--- src/rtl/ibex_mprf_pkg.sv ---
// Shared types and widths for the MPRF descriptor sender and its output FIFO.
package ibex_mprf_pkg;

  localparam int unsigned MprfAddrWidth = 5;
  localparam int unsigned MprfDataWidth = 32;
  localparam int unsigned DescLenWidth  = 5;
  localparam int unsigned DescDestWidth = 10;

  typedef enum logic [1:0] {
    DESC_IDLE  = 2'd0,
    DESC_ISSUE = 2'd1,
    DESC_DRAIN = 2'd2
  } desc_state_e;

  // Register 0 is hardwired to zero, so a descriptor walk wraps from 31 back to 1.
  function automatic logic [MprfAddrWidth-1:0] mprf_next_addr(input logic [MprfAddrWidth-1:0] addr);
    if (addr == '1) begin
      return MprfAddrWidth'(1);
    end
    return addr + MprfAddrWidth'(1);
  endfunction

endpackage

--- src/rtl/ibex_mprf_desc_fifo.sv ---
// Synchronous FIFO buffering descriptor words ahead of the NoC egress port.
module ibex_mprf_desc_fifo #(
  parameter int unsigned Depth = 4,
  parameter int unsigned Width = 43,
  localparam int unsigned PtrWidth = $clog2(Depth),
  localparam int unsigned CntWidth = PtrWidth + 1
) (
  input  logic                clk_i,
  input  logic                rst_i,
  input  logic                push_i,
  input  logic [Width-1:0]    wdata_i,
  input  logic                pop_i,
  output logic [Width-1:0]    rdata_o,
  output logic                empty_o,
  output logic [CntWidth-1:0] count_o
);

  logic [Width-1:0]    mem_q [Depth];
  logic [Width-1:0]    mem_d [Depth];
  logic [PtrWidth-1:0] wr_ptr_q, wr_ptr_d;
  logic [PtrWidth-1:0] rd_ptr_q, rd_ptr_d;
  logic [CntWidth-1:0] count_q, count_d;
  logic                full;
  logic                push_ok;
  logic                pop_ok;

  assign full    = (count_q == CntWidth'(Depth));
  assign empty_o = (count_q == '0);
  assign pop_ok  = pop_i & ~empty_o;
  // A push into a full FIFO is fine when the head leaves in the same cycle.
  assign push_ok = push_i & (~full | pop_ok);
  assign rdata_o = mem_q[rd_ptr_q];
  assign count_o = count_q;

  always_comb begin
    mem_d    = mem_q;
    wr_ptr_d = wr_ptr_q;
    rd_ptr_d = rd_ptr_q;
    count_d  = count_q;
    if (push_ok) begin
      mem_d[wr_ptr_q] = wdata_i;
      wr_ptr_d        = wr_ptr_q + PtrWidth'(1);
    end
    if (pop_ok) begin
      rd_ptr_d = rd_ptr_q + PtrWidth'(1);
    end
    unique case ({push_ok, pop_ok})
      2'b10:   count_d = count_q + CntWidth'(1);
      2'b01:   count_d = count_q - CntWidth'(1);
      default: count_d = count_q;
    endcase
  end

  always_ff @(posedge clk_i) begin
    mem_q <= mem_d;
  end

  always_ff @(posedge clk_i) begin
    if (rst_i) begin
      wr_ptr_q <= '0;
      rd_ptr_q <= '0;
      count_q  <= '0;
    end else begin
      wr_ptr_q <= wr_ptr_d;
      rd_ptr_q <= rd_ptr_d;
      count_q  <= count_d;
    end
  end

endmodule

--- src/rtl/ibex_mprf_desc_sender.sv ---
// Walks a range of MPRF registers through read port A and streams the words to the NoC,
// tagging each with an incrementing destination and marking the final word.
module ibex_mprf_desc_sender
  import ibex_mprf_pkg::*;
#(
  parameter int unsigned FifoDepth = 4,
  parameter int unsigned DestWidth = DescDestWidth
) (
  input  logic                     clk_i,
  input  logic                     rst_i,
  input  logic                     cmd_valid_i,
  output logic                     cmd_ready_o,
  input  logic [MprfAddrWidth-1:0] cmd_start_addr_i,
  input  logic [DescLenWidth-1:0]  cmd_len_i,
  input  logic [DestWidth-1:0]     cmd_dest_i,
  output logic                     mprf_rd_en_o,
  output logic [MprfAddrWidth-1:0] mprf_addr_o,
  input  logic                     port_busy_i,
  input  logic [MprfDataWidth-1:0] mprf_rdata_i,
  output logic                     noc_valid_o,
  input  logic                     noc_ready_i,
  output logic [MprfDataWidth-1:0] noc_data_o,
  output logic [DestWidth-1:0]     noc_dest_o,
  output logic                     noc_last_o,
  output logic                     busy_o,
  output logic                     done_o
);

  localparam int unsigned EntryWidth = MprfDataWidth + DestWidth + 1;
  localparam int unsigned CntWidth   = $clog2(FifoDepth) + 1;

  desc_state_e              state_q, state_d;
  logic [MprfAddrWidth-1:0] addr_q, addr_d;
  logic [DescLenWidth-1:0]  issue_cnt_q, issue_cnt_d;
  logic [DestWidth-1:0]     dest_q, dest_d;
  logic                     inflight_q, inflight_d;
  logic [DestWidth-1:0]     inflight_dest_q, inflight_dest_d;
  logic                     inflight_last_q, inflight_last_d;
  logic                     done_q, done_d;

  logic [EntryWidth-1:0]    fifo_wdata;
  logic [EntryWidth-1:0]    fifo_rdata;
  logic                     fifo_empty;
  logic [CntWidth-1:0]      fifo_count;
  logic [CntWidth-1:0]      occupancy;
  logic                     credit;
  logic                     rd_accept;
  logic                     noc_pop;
  logic                     last_pop;

  // Reads in flight count against FIFO space so returning data always has a slot.
  assign occupancy = fifo_count + CntWidth'(inflight_q);
  assign credit    = (occupancy < CntWidth'(FifoDepth));

  assign mprf_rd_en_o = (state_q == DESC_ISSUE) && (issue_cnt_q != '0) && credit;
  assign mprf_addr_o  = addr_q;
  assign rd_accept    = mprf_rd_en_o & ~port_busy_i;

  assign cmd_ready_o = (state_q == DESC_IDLE);
  assign busy_o      = (state_q != DESC_IDLE);

  assign noc_valid_o = ~fifo_empty;
  assign noc_data_o  = fifo_empty ? '0 : fifo_rdata[EntryWidth-1 -: MprfDataWidth];
  assign noc_dest_o  = fifo_empty ? '0 : fifo_rdata[DestWidth:1];
  assign noc_last_o  = fifo_empty ? 1'b0 : fifo_rdata[0];
  assign noc_pop     = noc_valid_o & noc_ready_i;
  assign last_pop    = noc_pop & noc_last_o & (state_q == DESC_DRAIN);

  assign done_o = done_q | last_pop;

  assign fifo_wdata = {mprf_rdata_i, inflight_dest_q, inflight_last_q};

  always_comb begin
    state_d         = state_q;
    addr_d          = addr_q;
    issue_cnt_d     = issue_cnt_q;
    dest_d          = dest_q;
    inflight_d      = 1'b0;
    inflight_dest_d = inflight_dest_q;
    inflight_last_d = inflight_last_q;
    done_d          = 1'b0;
    unique case (state_q)
      DESC_IDLE: begin
        if (cmd_valid_i) begin
          if (cmd_len_i != '0) begin
            addr_d      = cmd_start_addr_i;
            issue_cnt_d = cmd_len_i;
            dest_d      = cmd_dest_i;
            state_d     = DESC_ISSUE;
          end else begin
            done_d = 1'b1;
          end
        end
      end
      DESC_ISSUE: begin
        if (rd_accept) begin
          addr_d          = mprf_next_addr(addr_q);
          issue_cnt_d     = issue_cnt_q - DescLenWidth'(1);
          dest_d          = dest_q + DestWidth'(1);
          inflight_d      = 1'b1;
          inflight_dest_d = dest_q;
          inflight_last_d = (issue_cnt_q == DescLenWidth'(1));
          if (issue_cnt_q == DescLenWidth'(1)) begin
            state_d = DESC_DRAIN;
          end
        end
      end
      DESC_DRAIN: begin
        if (last_pop) begin
          state_d = DESC_IDLE;
        end
      end
      default: state_d = DESC_IDLE;
    endcase
  end

  always_ff @(posedge clk_i) begin
    if (rst_i) begin
      state_q         <= DESC_IDLE;
      addr_q          <= '0;
      issue_cnt_q     <= '0;
      dest_q          <= '0;
      inflight_q      <= 1'b0;
      inflight_dest_q <= '0;
      inflight_last_q <= 1'b0;
      done_q          <= 1'b0;
    end else begin
      state_q         <= state_d;
      addr_q          <= addr_d;
      issue_cnt_q     <= issue_cnt_d;
      dest_q          <= dest_d;
      inflight_q      <= inflight_d;
      inflight_dest_q <= inflight_dest_d;
      inflight_last_q <= inflight_last_d;
      done_q          <= done_d;
    end
  end

  ibex_mprf_desc_fifo #(
    .Depth(FifoDepth),
    .Width(EntryWidth)
  ) u_fifo (
    .clk_i  (clk_i),
    .rst_i  (rst_i),
    .push_i (inflight_q),
    .wdata_i(fifo_wdata),
    .pop_i  (noc_ready_i),
    .rdata_o(fifo_rdata),
    .empty_o(fifo_empty),
    .count_o(fifo_count)
  );

endmodule
--- config.mk ---
export PLATFORM = sky130hd
export DESIGN_NAME = ibex_mprf_desc_sender
export DESIGN_NICKNAME = d
export VERILOG_FILES = /design/src/rtl/ibex_mprf_pkg.sv /design/src/rtl/ibex_mprf_desc_fifo.sv /design/src/rtl/ibex_mprf_desc_sender.sv
export SDC_FILE = /design/constraint.sdc
export NUM_CORES = 1
export LEC_CHECK = 0
export ABC_CLOCK_PERIOD_IN_PS = 2700
export BUFFER_PORTS_ARGS = -buffer_cell sky130_fd_sc_hd__buf_2
export CELL_PAD_IN_SITES_DETAIL_PLACEMENT = 0
export CELL_PAD_IN_SITES_GLOBAL_PLACEMENT = 1
export CORE_AREA = 5 5 162 125
export CTS_CLUSTER_DIAMETER = 60
export DETAILED_ROUTE_END_ITERATION = 6
export DIE_AREA = 0 0 167 130
export PLACE_DENSITY = 0.78
export REMOVE_ABC_BUFFERS = 1
export SLEW_MARGIN = 40
export SYNTH_ARGS = -nofsm -noshare
export SYNTH_HDL_FRONTEND = slang
export SYNTH_SLANG_ARGS = --single-unit
--- constraint.sdc ---
create_clock -name clk_i -period 2.7 [get_ports clk_i]
set_input_delay 0.54 -clock clk_i [delete_from_list [all_inputs] [get_ports clk_i]]
set_output_delay 0.54 -clock clk_i [all_outputs]
set_load 0.02 [all_outputs]
==> metrics.txt <==
FILL cells 1,472; setup TNS 0 ps; FP Rows 43; DRC errors left 0; CTS tree built; Antenna diodes 0; Core Area 18,350 µm²; Synth Area in XOR/XNOR 0.7047%; main combinational cell family by area after synthesis multiplexers; layout net count 720; Combinational Power Share 10.2%; cell internal pwr 5372 µW; cell count after synthesis 534; crit path max fanout 44; Sequential Area 6011 µm²; Multi-input gate area 2499 µm²; Die H 130 µm; RSZ-0062 raised after global routing false; number of synthesized flops with an enable pin 172; max_cap viols 0; CP startpoint u_fifo.count_o[2]$_SDFFE_PP0P_; initial drt markers 277; Worst EP required 2160 ps; FF+latch count, synth 214; Vias 4,906; hold_sp mprf_rdata_i[20]; worst skew pair latency 490 ps; final wirelength 17,040 µm; CTS sink cnt 214; Tightest Pin Transition 560.8 ps; Simple-Gate Fraction of Synth Area 8.486%; vias per inst 5.373; r2r endpoint u_fifo.count_o[2]$_SDFFE_PP0P_; type of the worst min-delay path input port to flip-flop; Synth area leader edfxtp_1; Seq/Total Area, Yosys 69.03%; Hold EP u_fifo.mem_q[74]$_DFFE_PP_; synth warn 0; number of global-route vias before repair 5,151; CP Launch Type flip-flop; cts repair resizes 0; initial antenna violation count 1; critical path endpoint category output pin; synth top area cells edfxtp_1 59%, mux4_2 11%, dfxtp_1 9.7%; Sw Share 23.32%; multiplexer area fraction after synthesis 12.40%; largest net degree at the start of global routing 45; Synth async-reset ratio 0%; final hold slack 264.9 ps; slew margin rel. 62.61%; Compound-Gate Fraction of Synth Area 5.264%; PD cells 684.0 nW/µm²; worst-case clock buffer depth 3; GRT overflow 0; Setup CP Type flip-flop to output pin; IO buf count 109; fmax 385.0 MHz; clock share of power 37.5%; Adder-Cell Fraction of Synth Area 1.812%; R2R cell count 9; Tcrit/Tclk final 96.19%; GP Congestion 0.7907; top-area cell type share of the netlist area 59.37%; Ports 110; # setup viols final 0; number of library cell types mapped by synthesis 51; share of cells above drive strength 1 32.43%; max-slew violation count 0; total track usage 15.74%; Wirelength per Cell 18.66 µm; DIE WIDTH 167 µm; DRT Pass-1 Iters 4; clk root buf clkbuf_16; final clock skew 9.691 ps; Mean Syn Cell Area 16.29 µm²; Die ar. 21,710 µm²; prevailing post-synth register cell edfxtp_1; P_leak 0.003545 µW; outcome complete, no violations; Worst EP arrival 2060 ps; DRT antenna net count 0; Worst-path clk slew 60 ps; CTS Buf Count 21; Tmin final 2597 ps; Initial Util 47.42%; H-Tree Depth 1; final hold vios 0; cell area after synthesis 8700 µm²; P_sw 1634 µW; Max rail drop VDD 0.3450 mV; Reg-to-Reg Start u_fifo.count_o[2]$_SDFFE_PP0P_; R2R setup slack 310 ps; synth-to-layout area growth 17.73%; WHS Path Cells 1; register share of total power 52.4%; first-pass GRT wire length 27,370 µm; hpwl dp 10,580 µm
==> state kept, by name, indices dropped and copies added (netlist names), 2 cells and up <==
signal and count:
dest_q 10, inflight_dest_q 10, issue_cnt_q 5, mprf_addr_o 5, state_q 2, u_fifo.count_o 3, u_fifo.mem_q 172, u_fifo.rd_ptr_q 2
u_fifo.wr_ptr_q 2
==> per-stage QoR <==
stage / worst slack (ps) / cells / power (µW) / utilization (%) / cell area (µm²)
after floorplan: -674.6 / 503 / 4172 / - / 8548
after global placement: 289.2 / 873 / 4431 / 52.36 / 9605
after detailed placement: 223.4 / 873 / 4455 / 52.36 / 9605
after CTS: 50.16 / 913 / 7089 / 55.83 / 10240
after global routing: 15.03 / 913 / 7313 / 55.83 / 10240
final: 102.9 / 913 / 7006 / 55.83 / 10240
==> logic make-up after synthesis <==
group / Yosys count
XOR/XNOR: 7
multiplexers: 54
AND/OR/NAND/NOR: 141
adder cells (fa/ha/maj): 12
buffers and inverters: 44
AO/OA/AOI/OAI: 62
flip-flops: 214
==> cell usage after synthesis, types with 2 or more instances <==
cell and count:
dfxtp_1 42, a211oi_1 2, nand2_1 29, edfxtp_1 172, mux4_2 43, o32ai_2 4, a21oi_1 22, clkbuf_1 22
or3_1 2, nand3_1 4, o21ai_0 6, nand2b_1 4, buf_2 6, xor2_1 4, inv_1 13, nor3_1 11
and2_1 48, a31o_1 2, nor3b_1 2, a21oi_2 4, xnor2_1 3, o21ai_1 2, nor2_1 27, nand4_1 4
a221oi_1 3, a311oi_1 5, a21o_1 2, and3_1 2, ha_1 11, mux2i_1 11, o211ai_1 2
==> power by group through the flow <==
stage | clock, µW | sequential [µW] | combinational [µW]
floorplan | 0 | 3760 | 414
global placement | 0 | 3740 | 689
detailed placement | 0 | 3750 | 709
CTS | 2690 | 3670 | 727
global route | 2850 | 3670 | 786
finish | 2620 | 3670 | 713
==> worst max-delay path, cell delays in order, from the launching register on <==
cell and delay (ps):
dfxtp_1 350, or3_2 510, buf_4 280, and2_1 240
buf_2 160
==> repair_timing <==
action,4_1_cts,5_1_grt
hold buffers,0,0
setup endpoints to repair,11,0
setup buffers,2,0
==> cell usage in the layout (no fill, tap or decap), types with 13 or more instances in the layout <==
cell type  Yosys  final
nand2_1       29     29
dfxtp_1       42     40
buf_2          6    109
inv_1         13     13
a21oi_1       22     22
nor2_1        27     27
mux4_2        43     43
clkbuf_16      0     21
and2_1        48     44
edfxtp_1     172    172
==> final cells by class <==
class / count / area share (%)
Sequential cell: 214 / 58.69
Multi-Input combinational cell: 276 / 24.40
Timing Repair Buffer: 125 / 7.476
Clock buffer: 27 / 5.448
Tap cell: 247 / 3.017
Clock inverter: 11 / 0.5009
Inverter: 13 / 0.4764
==> worst max-delay path by stage <==
stage                                endpoint  slack [ps]  cells after the start
2_1_floorplan                          done_o        -670                      3
3_3_place_gp   u_fifo.count_o[2]$_SDFFE_PP0P_         290                      9
3_5_place_dp   u_fifo.count_o[2]$_SDFFE_PP0P_         220                      9
4_1_cts                         noc_dest_o[7]          50                      4
5_1_grt                         noc_data_o[2]          20                      4
6_report                        noc_dest_o[7]         100                      4
==> per-layer routing <==
metal	GRT usage, %	share of wire [%]
met1	21.96	46
met2	25.23	46
met3	4.028	6.8
met4	3.944	1.8
met5	0	0.12
(Power assumes the default switching activity.)
